==> src/rtl/ofdm_pkg.sv <==
// Shared OFDM constants: subcarrier count, sample width and allocation codes.
// Also holds the downstream bus-cycle state type used by data_extract.
package ofdm_pkg;

  localparam int NSC = 200;
  localparam int DW  = 32;

  localparam logic [1:0] ALLOC_NULL    = 2'b00;
  localparam logic [1:0] ALLOC_PILOT_P = 2'b01;
  localparam logic [1:0] ALLOC_PILOT_N = 2'b10;
  localparam logic [1:0] ALLOC_DATA    = 2'b11;

  typedef enum logic {
    BUS_IDLE   = 1'b0,
    BUS_ACTIVE = 1'b1
  } bus_state_t;

  function automatic logic is_data_code(input logic [1:0] code);
    logic res;
    res = 1'b0;
    case (code)
      ALLOC_DATA:                              res = 1'b1;
      ALLOC_PILOT_P, ALLOC_PILOT_N, ALLOC_NULL: res = 1'b0;
      default:                                 res = 1'b0;
    endcase
    return res;
  endfunction

endpackage

==> src/rtl/wb_skid_fifo.sv <==
// Small register FIFO between the classifier and the downstream bus.
// Head is visible on dout while not empty; push and pop may coincide.
module wb_skid_fifo import ofdm_pkg::*; #(
  parameter int DW    = 32,
  parameter int DEPTH = 2,
  parameter int AW    = (DEPTH > 1) ? $clog2(DEPTH) : 1,
  parameter int CW    = $clog2(DEPTH + 1)
) (
  input  logic          clk,
  input  logic          rst,
  input  logic          push,
  input  logic          pop,
  input  logic [DW-1:0] din,
  output logic [DW-1:0] dout,
  output logic          full,
  output logic          empty,
  output logic [CW-1:0] count
);

  logic [DW-1:0] mem_reg [DEPTH];
  logic [AW-1:0] wr_ptr_reg;
  logic [AW-1:0] rd_ptr_reg;
  logic [CW-1:0] count_reg;
  logic          do_push;
  logic          do_pop;

  assign full    = (count_reg == CW'(DEPTH));
  assign empty   = (count_reg == '0);
  assign count   = count_reg;
  assign do_push = push & ~full;
  assign do_pop  = pop & ~empty;
  assign dout    = mem_reg[rd_ptr_reg];

  // Storage is cleared on reset so the head reads as zero until first push.
  always_ff @(posedge clk) begin
    if (rst) begin
      wr_ptr_reg <= '0;
      rd_ptr_reg <= '0;
      count_reg  <= '0;
      for (int i = 0; i < DEPTH; i++) begin
        mem_reg[i] <= '0;
      end
    end else begin
      if (do_push) begin
        mem_reg[wr_ptr_reg] <= din;
        wr_ptr_reg <= (wr_ptr_reg == AW'(DEPTH - 1)) ? '0 : wr_ptr_reg + 1'b1;
      end
      if (do_pop) begin
        rd_ptr_reg <= (rd_ptr_reg == AW'(DEPTH - 1)) ? '0 : rd_ptr_reg + 1'b1;
      end
      case ({do_push, do_pop})
        2'b10:   count_reg <= count_reg + 1'b1;
        2'b01:   count_reg <= count_reg - 1'b1;
        default: count_reg <= count_reg;
      endcase
    end
  end

endmodule

==> src/rtl/data_extract.sv <==
// Drops pilot/null subcarriers from the phase-tracked stream and forwards data
// subcarriers through a 2-entry FIFO onto the downstream bus.
module data_extract import ofdm_pkg::*; #(
  parameter int NSC = ofdm_pkg::NSC,
  parameter int DW  = ofdm_pkg::DW
) (
  input  logic             CLK_I,
  input  logic             RST_I,
  input  logic [DW-1:0]    DAT_I,
  input  logic             CYC_I,
  input  logic             STB_I,
  input  logic             WE_I,
  output logic             ACK_O,
  output logic [DW-1:0]    DAT_O,
  output logic             CYC_O,
  output logic             STB_O,
  output logic             WE_O,
  input  logic             ACK_I,
  input  logic [2*NSC-1:0] ALLOC_VEC,
  output logic             VEC_LD
);

  localparam int KW = (NSC > 1) ? $clog2(NSC) : 1;
  localparam int KN = 2 ** KW;

  logic [KW-1:0]    k_reg;
  logic [KW-1:0]    k_next;
  logic [2*NSC-1:0] vec_reg;
  logic [2*NSC-1:0] cur_vec;
  logic [KN-1:0]    data_map;
  logic             wr_req;
  logic             in_xfer;
  logic             sym_start;
  logic             push;
  logic             pop;
  logic             fifo_full;
  logic             fifo_empty;
  logic [1:0]       fifo_count;
  bus_state_t       state_reg;
  bus_state_t       state_next;

  // Index 0 is classified with the incoming vector, later indices with the latched one.
  assign cur_vec = (k_reg == '0) ? ALLOC_VEC : vec_reg;

  for (genvar gi = 0; gi < KN; gi++) begin : g_map
    if (gi < NSC) begin : g_used
      assign data_map[gi] = is_data_code(cur_vec[2*gi +: 2]);
    end else begin : g_pad
      assign data_map[gi] = 1'b0;
    end
  end

  // Acceptance depends only on FIFO occupancy, never on ACK_I.
  assign wr_req    = CYC_I & STB_I & WE_I;
  assign in_xfer   = wr_req & ~fifo_full & ~RST_I;
  assign sym_start = in_xfer & (k_reg == '0);
  assign push      = in_xfer & data_map[k_reg];
  assign pop       = STB_O & ACK_I;

  always_comb begin
    k_next = k_reg;
    if (!CYC_I) begin
      k_next = '0;
    end else if (in_xfer) begin
      k_next = (k_reg == KW'(NSC - 1)) ? '0 : k_reg + 1'b1;
    end
  end

  always_ff @(posedge CLK_I) begin
    if (RST_I) begin
      k_reg   <= '0;
      vec_reg <= '0;
    end else begin
      k_reg <= k_next;
      if (sym_start) begin
        vec_reg <= ALLOC_VEC;
      end
    end
  end

  wb_skid_fifo #(
    .DW    (DW),
    .DEPTH (2)
  ) u_fifo (
    .clk   (CLK_I),
    .rst   (RST_I),
    .push  (push),
    .pop   (pop),
    .din   (DAT_I),
    .dout  (DAT_O),
    .full  (fifo_full),
    .empty (fifo_empty),
    .count (fifo_count)
  );

  always_ff @(posedge CLK_I) begin
    if (RST_I) begin
      state_reg <= BUS_IDLE;
    end else begin
      state_reg <= state_next;
    end
  end

  // The cycle opens with the first push so CYC_O rises together with STB_O.
  always_comb begin
    state_next = state_reg;
    case (state_reg)
      BUS_IDLE:   if (push) state_next = BUS_ACTIVE;
      BUS_ACTIVE: if (!CYC_I && (fifo_count == '0)) state_next = BUS_IDLE;
      default:    state_next = BUS_IDLE;
    endcase
  end

  always_comb begin
    CYC_O  = (state_reg == BUS_ACTIVE);
    STB_O  = ~fifo_empty;
    WE_O   = ~fifo_empty;
    ACK_O  = in_xfer;
    VEC_LD = sym_start;
  end

endmodule

==> config.mk <==
export PLATFORM = sky130hd
export DESIGN_NAME = data_extract
export DESIGN_NICKNAME = d
export VERILOG_FILES = /design/src/rtl/ofdm_pkg.sv /design/src/rtl/wb_skid_fifo.sv /design/src/rtl/data_extract.sv
export SDC_FILE = /design/constraint.sdc
export NUM_CORES = 1
export LEC_CHECK = 0
export ABC_AREA = 1
export CAP_MARGIN = 15
export CORE_MARGIN = 8
export CORE_UTILIZATION = 45
export CTS_CLUSTER_SIZE = 16
export DETAILED_ROUTE_END_ITERATION = 10
export PLACE_DENSITY = 0.8
export SETUP_SLACK_MARGIN = 0.02
export SYNTH_ARGS = -nofsm -noshare
export SYNTH_HDL_FRONTEND = slang
export SYNTH_SLANG_ARGS = --single-unit
==> constraint.sdc <==
create_clock -name CLK_I -period 9.06 [get_ports CLK_I]
set_clock_uncertainty 0.2 [all_clocks]
set_input_delay 1.812 -clock CLK_I [delete_from_list [all_inputs] [get_ports CLK_I]]
set_output_delay 1.812 -clock CLK_I [all_outputs]
set_load 0.01 [all_outputs]
==> results of run 1 <==
## synthesized netlist by cell type, drive strengths merged
| library cell | n | share of area, % |
|---|---|---|
| edfxtp | 64 | 8.4 |
| nand4 | 32 | 0.88 |
| nand3b | 88 | 2.9 |
| a2111oi | 1 | 0.038 |
| dfxtp | 414 | 36 |
| o21bai | 2 | 0.066 |
| nor2 | 874 | 15 |
| clkinv | 2 | 0.033 |
| mux2 | 32 | 1.6 |
| nor3 | 4 | 0.11 |
| o31ai | 1 | 0.033 |
| nand3 | 565 | 12 |
| o21a | 1 | 0.033 |
| ha | 3 | 0.16 |
| nand2 | 343 | 5.8 |
| xor2 | 1 | 0.038 |
| buf | 78 | 2.0 |
| a21oi | 20 | 0.44 |
| clkbuf | 160 | 2.6 |
| inv | 145 | 2.4 |
| o21ai | 399 | 8.8 |
| nor3b | 1 | 0.033 |
## kinds of logic (layout without fill, tap and decap cells)
kind of cell | after synthesis | count (layout) | share of synthesized area (%)
AOI/OAI and AO/OA | 424 | 424 | 9.38
xor gates and xnor gates | 1 | 1 | 0.0385
adders and majority gates | 3 | 3 | 0.165
buffers and inverters | 385 | 735 | 7.02
DFF | 478 | 478 | 44.8
muxes | 32 | 32 | 1.58
other | 0 | 20 | 0
and+or+nand+nor | 1907 | 1907 | 37.0
## cells in the final DEF (no fill, tap or decap), drive strengths merged
cell / n
nor3: 4
o31ai: 1
clkinvlp: 4
nand2: 343
diode: 20
o21ai: 399
nor2: 874
inv: 146
clkinv: 11
xor2: 1
nor3b: 1
nand4: 32
buf: 24
nand3b: 88
ha: 3
mux2: 32
clkbuf: 73
a21oi: 20
nand3: 565
o21bai: 2
clkdlybuf4s50: 474
edfxtp: 64
dfxtp: 414
a2111oi: 1
bufinv: 3
o21a: 1
## per-stage QoR
stage	power, mW	cell area, µm²	util [%]
finish	4.84	29200	58.4
global route	5.01	29200	58.4
CTS	4.87	29200	58.3
detailed placement	2.82	27600	55.1
global placement	2.81	27600	55.1
floorplan	2.51	22800	-
## power by group through the flow
stage / clock network (mW) / logic (mW) / registers, mW
floorplan: 0 / 0.223 / 2.29
global placement: 0 / 0.515 / 2.30
detailed placement: 0 / 0.518 / 2.30
CTS: 2.09 / 0.522 / 2.25
global route: 2.18 / 0.573 / 2.26
finish: 2.06 / 0.524 / 2.25
## worst paths after layout
kind                     startpoint  slack, ns               endpoint  cells past startpoint
hold / removal    u_fifo.rd_ptr_reg       0.25                   flop                      1
setup / recovery           k_reg[0]       2.21  u_fifo.mem_reg[0][17]                     22
setup reg to reg           k_reg[0]       2.21  u_fifo.mem_reg[0][17]                     22
hold reg to reg   u_fifo.rd_ptr_reg       0.25                   flop                      1
## area by class of cell
cell class / instances / area (µm²) / share of cell area, %
multi-input cells: 2367 / 11000 / 37.6
flip-flops and latches: 478 / 10200 / 34.9
repair buffers: 498 / 4950 / 16.9
clock buffers: 73 / 1450 / 4.96
well taps: 672 / 841 / 2.88
inverters: 147 / 569 / 1.95
clock inverters: 17 / 170 / 0.582
diodes: 20 / 50.0 / 0.171
## worst max-delay path, delay by kind of cell (launching register included)
| family | cells | cell delay [ns] |
|---|---|---|
| buffers and inverters | 5 | 2.26 |
| adder cells (fa/ha/maj) | 1 | 0.24 |
| AO/OA/AOI/OAI | 1 | 0.15 |
| AND/OR/NAND/NOR | 15 | 3.15 |
| flip-flops | 1 | 0.43 |
## routing by layer
metal / track usage, % / up-vias
li1: - / 11300
met1: 33.6 / 10700
met2: 42.8 / 974
met3: 5.64 / 230
met4: 14.2 / 14
met5: 0 / -
==> metrics.md, run 1 <==
| Metric | Value |
|---|---|
| Total Routed Length | ~81000 µm |
| Number of global-route vias before repair | 22200 |
| Count of yosys warnings during synthesis | 0 |
| Via-per-instance ratio | 5.44 |
| Number of placed instances, taps included | ~4200 |
| Internal power consumption | roughly 3.7 mW |
| Fillcell total | 4604 |
| Per-instance average area after synthesis | between 7 and 8 µm² |
| CTS Root Buffer Type | sky130_fd_sc_hd__clkbuf_16 |
| Seq pwr share | between 40 and 50% |
| Setup crit end kind | flop |
| Area growth from synthesis to layout | 28.4% |
| Setup Crit Path Kind | flop to flop |
| Detailed-routed wire length on met3 | 6400 µm |
| Portion of total power attributed to the clock network | 42.6% |
| Antenna violations before repair | 25 |
| Worst-path cell with the longest stage delay | sky130_fd_sc_hd__inv_2 |
| Measured slew at the worst slew-check pin | between 1 and 1.5 ns |
| Share of cells above drive strength 1 | slightly above 5% |
| Vias after detailed routing | 23200 |
| I/O pins | 475 |
| Seq/Total Area, Yosys | 44.8% |
| Met2 wire length | 37400 µm |
| Peak supply drop | 123 µV |
| Pin count of the biggest net entering global routing | 262 |
| Total die area | 0.0581 mm² |
| Relative contribution of combinational cells to total power | 10.8% |
| Unique cell type count in the Yosys netlist | 31 |
| Finished Layout Cells | 4272 |
| Post-DRT Antenna Nets | 0 |
| Die extent in y | 241 µm |
| Time the final worst path needs with I/O delays and setup | 6.85 ns |
| Detailed-routing iteration count for the pre-antenna-repair pass | 6 |
| Number of buffers added by the clock tree synthesis step | 51 |
| Net load switching power | about 1.2 mW |
| Number of cells upsized or downsized after cts | 0 |
| Result of the run | complete, no violations |
| Initial core utilization | 45.5% |
| Flops & latches, synth | 478 |
| Overflow left after global routing | 0 |
| Core area | approximately 0.050 mm² |
| # Max-Cap Violations | 0 |
| Routed met1 length | 32900 µm |
| First-pass GRT wire length | 123000 µm |
| Setup repair after global routing missed its margin | false |
| Post-synthesis instance total | 3230 |
| Setup fix buffers added after clock tree synthesis | 0 |
| Chip Width | 241 µm |
| Number of rows created at floorplan | 82 |
| Number of violations reported at the end of detailed-routing iteration 0 | 2441 |
| Highest routing layer actually used | met5 |
| Final Slew Violations | 0 |
| Clock Pin Slew Worst Setup and Hold Paths | 0.06 ns |
| Setup_tns | 0 ns |
| Maximum clock frequency | around 150 MHz |
| Chain of cells forming the critical path | inv_4, ha_1, nand2_2, nor2_8, nand2_8, inv_2, buf_4, nand3_1, nand3_1, nand3_1, nand3_1, nand2_1, inv_1, nand2_1, nand2_1, nand3_1, o21bai_1, nand2_1, nor2_2, nand2_2, nand2_1, buf_4 |
| Type of origin of the critical path | flop |
| Post-route DRC violation count | 0 |
| Hold slack | between 0.2 and 0.3 ns |
| Detailed-route wire length per cell | 18.9 µm |
| Headroom to the max-slew limit | between 20% and 30% |
| Total of buffers placed on input and output ports | 474 |
| Final layout net count | 3984 |
| Total half-perimeter wirelength after legalization and detailed placement | 51200 µm |
| Critical path required time | 9.10 ns |
| Power per cell area | roughly 170 mW/mm² |
| Maximum clock path buffer count | 3 |
| Post-layout worst setup margin | 2.21 ns |
| Post-Synthesis Net Count | 3671 |
| Setup Viol. Count Final | 0 |
| Syn Std Cell Area | 0.0228 mm² |
| Period utilisation layout | between 70% and 80% |
| Hold buffers post-CTS | 0 |
| CTS tree | done |
| Final Wtd Congestion | 0.830 |
| Worst-skew pair later-pin latency | 0.59 ns |
| Placement Setup Slack | 2.12 ns |
| Net Sw Frac | a little under a quarter |
| Max reg flops | 400 |
| Clock net sink count | ~480 |
| Largest fanout on the critical path | 139 |
| Arrival time reported for the critical path endpoint | around 7 ns |
| Path category of the worst min-delay check | flop to flop |
| Slowest Stage Delay on Critical Path | around 0.77 ns |
| Global-route total usage across every layer | 26.7% |
| Final hold vios | 0 |
| Leak Pwr | 12.6 nW |
| Level count of the clock H-tree | 2 |
Note: power is estimated with default switching activity, not from simulation.
==> run 2, diff against run 1 <==
- clock period: 9.06 -> 7 ns (I/O delays scaled with it)
==> metrics.md, run 2 (synthesis gave the netlist of run 1 again) <==
| Metric | Value |
|---|---|
| Die extent in y | 241 µm (unchanged) |
| Total Routed Length | 79900 µm (-0.92%) |
| Final hold vios | 0 (unchanged) |
| Via-per-instance ratio | 5.48 (+0.84%) |
| Setup Crit Path Kind | primary input to output pin |
| I/O pins | 475 (unchanged) |
| Worst min-delay path startpoint | u_fifo.rd_ptr_reg |
| Number of rows created at floorplan | 82 (unchanged) |
| Area used by multi-input combinational logic | 0.0110 mm² (unchanged) |
| Met2 usage in global routing | 42.8% (unchanged) |
| Initial core utilization | 45.5% (unchanged) |
| Clock net sink count | 478 (unchanged) |
| Core area | 0.0501 mm² (unchanged) |
| Family of cells with the greatest summed delay on the critical path | buffers and inverters |
| Placement-stage cell area | 0.0277 mm² (+0.33%) |
| Arrival time reported for the critical path endpoint | 3.82 ns (-3.06 ns) |
| Post-layout worst setup margin | 1.58 ns (-0.635 ns) |
| GRT met1 Usage | 33.6% (about the same) |
| Setup Viol. Count Final | 0 (unchanged) |
| Endpoint of the most critical register-to-register path | u_fifo.mem_reg[1][20] |
| Peak supply drop | 166 µV (+35%) |
| Power per cell area | 215 mW/mm² (+30%) |
| Antenna violations before repair | 14 (-44%) |
| Net Sw Frac | 23.7% (-0.13 points) |
| CTS tree | done |
| Worst-skew pair later-pin latency | 0.59 ns (about the same) |
| Final core utilization | 58.6% (+0.22 points) |
| Total half-perimeter wirelength after legalization and detailed placement | 49900 µm (-2.4%) |
| Largest fanout on the critical path | 10 (-93%) |
| Final Slew Violations | 0 (unchanged) |
| Setup repair after global routing missed its margin | false |
| Max reg flops | 400 (unchanged) |
| Number of cells upsized or downsized after cts | 0 (unchanged) |
| Area taken by flip-flops and latches | 0.0102 mm² (unchanged) |
| Origin of the critical flop-to-flop path | k_reg[5] |
| Overflow left after global routing | 0 (unchanged) |
| Maximum clock frequency | roughly 180 MHz |
| Clock Pin Slew Worst Setup and Hold Paths | 0.05 ns (about the same) |
| Seq pwr share | 46.3% (-0.3 points) |
| Net load switching power | 1.49 mW (+30%) |
| Post-route standard cell area excluding fillers | 0.0294 mm² (+0.37%) |
| Fillcell total | 4519 (-1.8%) |
| Path category of the worst min-delay check | flop to flop |
| Slowest Stage Delay on Critical Path | 0.71 ns (-0.06 ns) |
| Leading cell type in the layout, fill and taps excluded | sky130_fd_sc_hd__nor2_1 |
| Setup_tns | 0 ns (unchanged) |
| Total of buffers placed on input and output ports | 474 (unchanged) |
| Detailed-route wire length per cell | 18.7 µm (-0.90%) |
| Headroom to the max-slew limit | 13.3% (-9.0 points) |
| Time the final worst path needs with I/O delays and setup | 5.42 ns |
| Portion of total power attributed to the clock network | 42.9% (+0.3 points) |
| Chip Width | 241 µm (unchanged) |
| Number of buffers added by the clock tree synthesis step | 51 (unchanged) |
| Type of origin of the critical path | primary input |
| Commonest cells after routing, fill and taps aside | sky130_fd_sc_hd__nor2_1 (838), sky130_fd_sc_hd__nand3_1 (565), sky130_fd_sc_hd__clkdlybuf4s50_1 (474) |
| Worst hold path cell count | 1 (unchanged) |
| # Max-Cap Violations | 0 (unchanged) |
| Overall power consumption | 6.30 mW (+30%) |
| CTS Root Buffer Type | sky130_fd_sc_hd__clkbuf_16 |
| Post-route DRC violation count | 0 (unchanged) |
| Relative contribution of combinational cells to total power | 10.9% (about the same) |
| Final layout net count | 3991 (+0.18%) |
| Final Wtd Congestion | 0.847 (+2.0%) |
| First-pass GRT wire length | 121000 µm (-1.7%) |
| Worst-path cell with the longest stage delay | sky130_fd_sc_hd__clkdlybuf4s50_1 |
| Pin count of the biggest net entering global routing | 252 (-3.8%) |
| Met3 GRT Util | 4.51% (-1.1 points) |
| Hold slack | 0.249 ns (-0.00370 ns) |
| Finished Layout Cells | 4271 (-0.023%) |
| Maximum clock path buffer count | 3 (unchanged) |
| Leak Pwr | 12.7 nW (+0.68%) |
| Setup fix buffers added after clock tree synthesis | 0 (unchanged) |
| Number of placed instances, taps included | 4169 (+0.17%) |
| Total die area | 0.0581 mm² (unchanged) |
| Most heavily used metal layer in global routing | met2 |
| Number of violations reported at the end of detailed-routing iteration 0 | 2798 (+15%) |
| Measured slew at the worst slew-check pin | 1.30 ns (+0.135 ns) |
| Detailed-routing iteration count for the pre-antenna-repair pass | 6 (unchanged) |
| Chain of cells forming the critical path | clkdlybuf4s50_1, nor2_1, inv_1, nor3_2, inv_1, nor2_4, clkdlybuf4s50_1 |
| Result of the run | complete, no violations |
| Setup crit end kind | output pin |
| Post-DRT Antenna Nets | 0 (unchanged) |
| Setup slack on the worst flop-to-flop path | 1.95 ns (-0.26 ns) |
| Period utilisation layout | 77.4% |
| Crit path buffers/inverters | 4 (-1) |
| FF-to-FF path depth | 21 (-4.5%) |
| Share of cells above drive strength 1 | 5.43% (+0.29 points) |
| Vias after detailed routing | 23400 (+0.82%) |
| Number of global-route vias before repair | 21900 (-1.7%) |
| Area growth from synthesis to layout | 28.9% |
| Level count of the clock H-tree | 2 (unchanged) |
| Global-route total usage across every layer | 26.0% (-0.71 points) |
| Hold buffers post-CTS | 0 (unchanged) |
| Internal power consumption | 4.81 mW (+31%) |
| CP Depth | 7 (-68%) |
| Placement Setup Slack | 1.67 ns (-0.449 ns) |
| Critical path required time | 5.40 ns (-3.70 ns) |
run 2: power groups by stage:
stage | clock (mW) | combinational [mW] | sequential [mW]
finish | 2.70 | 0.685 | 2.92
global route | 2.86 | 0.744 | 2.92
CTS | 2.73 | 0.681 | 2.91
detailed placement | 0 | 0.675 | 2.97
global placement | 0 | 0.669 | 2.97
floorplan | 0 | 0.289 | 2.96
run 2: metal layers:
layer,vias up,wire length [µm]
met5,-,83
met4,12,2810
met3,168,6640
met2,1082,37800
met1,10900,32600
li1,11300,-
run 2: worst register-to-register path: cells and delay by family, from the launching register on:
kind / cells / cell delay [ns]
simple gates: 16 / 3.07
buf+inv: 5 / 1.18
flops: 1 / 0.32
run 2: how the worst max path moves through the flow:
stage | start | to | slack (ns)
6_report | RST_I | VEC_LD | 1.58
5_1_grt | RST_I | VEC_LD | 1.46
4_1_cts | RST_I | VEC_LD | 1.66
3_5_place_dp | RST_I | VEC_LD | 1.67
3_3_place_gp | RST_I | VEC_LD | 1.72
2_1_floorplan | RST_I | VEC_LD | 2.33
run 2: final cells by class:
cell class,instances,share of cell area [%]
antenna,7,0.0597
clock buffer,76,5.08
clock inverter,19,0.618
inverter,147,1.94
multi-input combinational,2367,37.5
sequential,478,34.8
tap,672,2.86
timing repair buffer,505,17.2
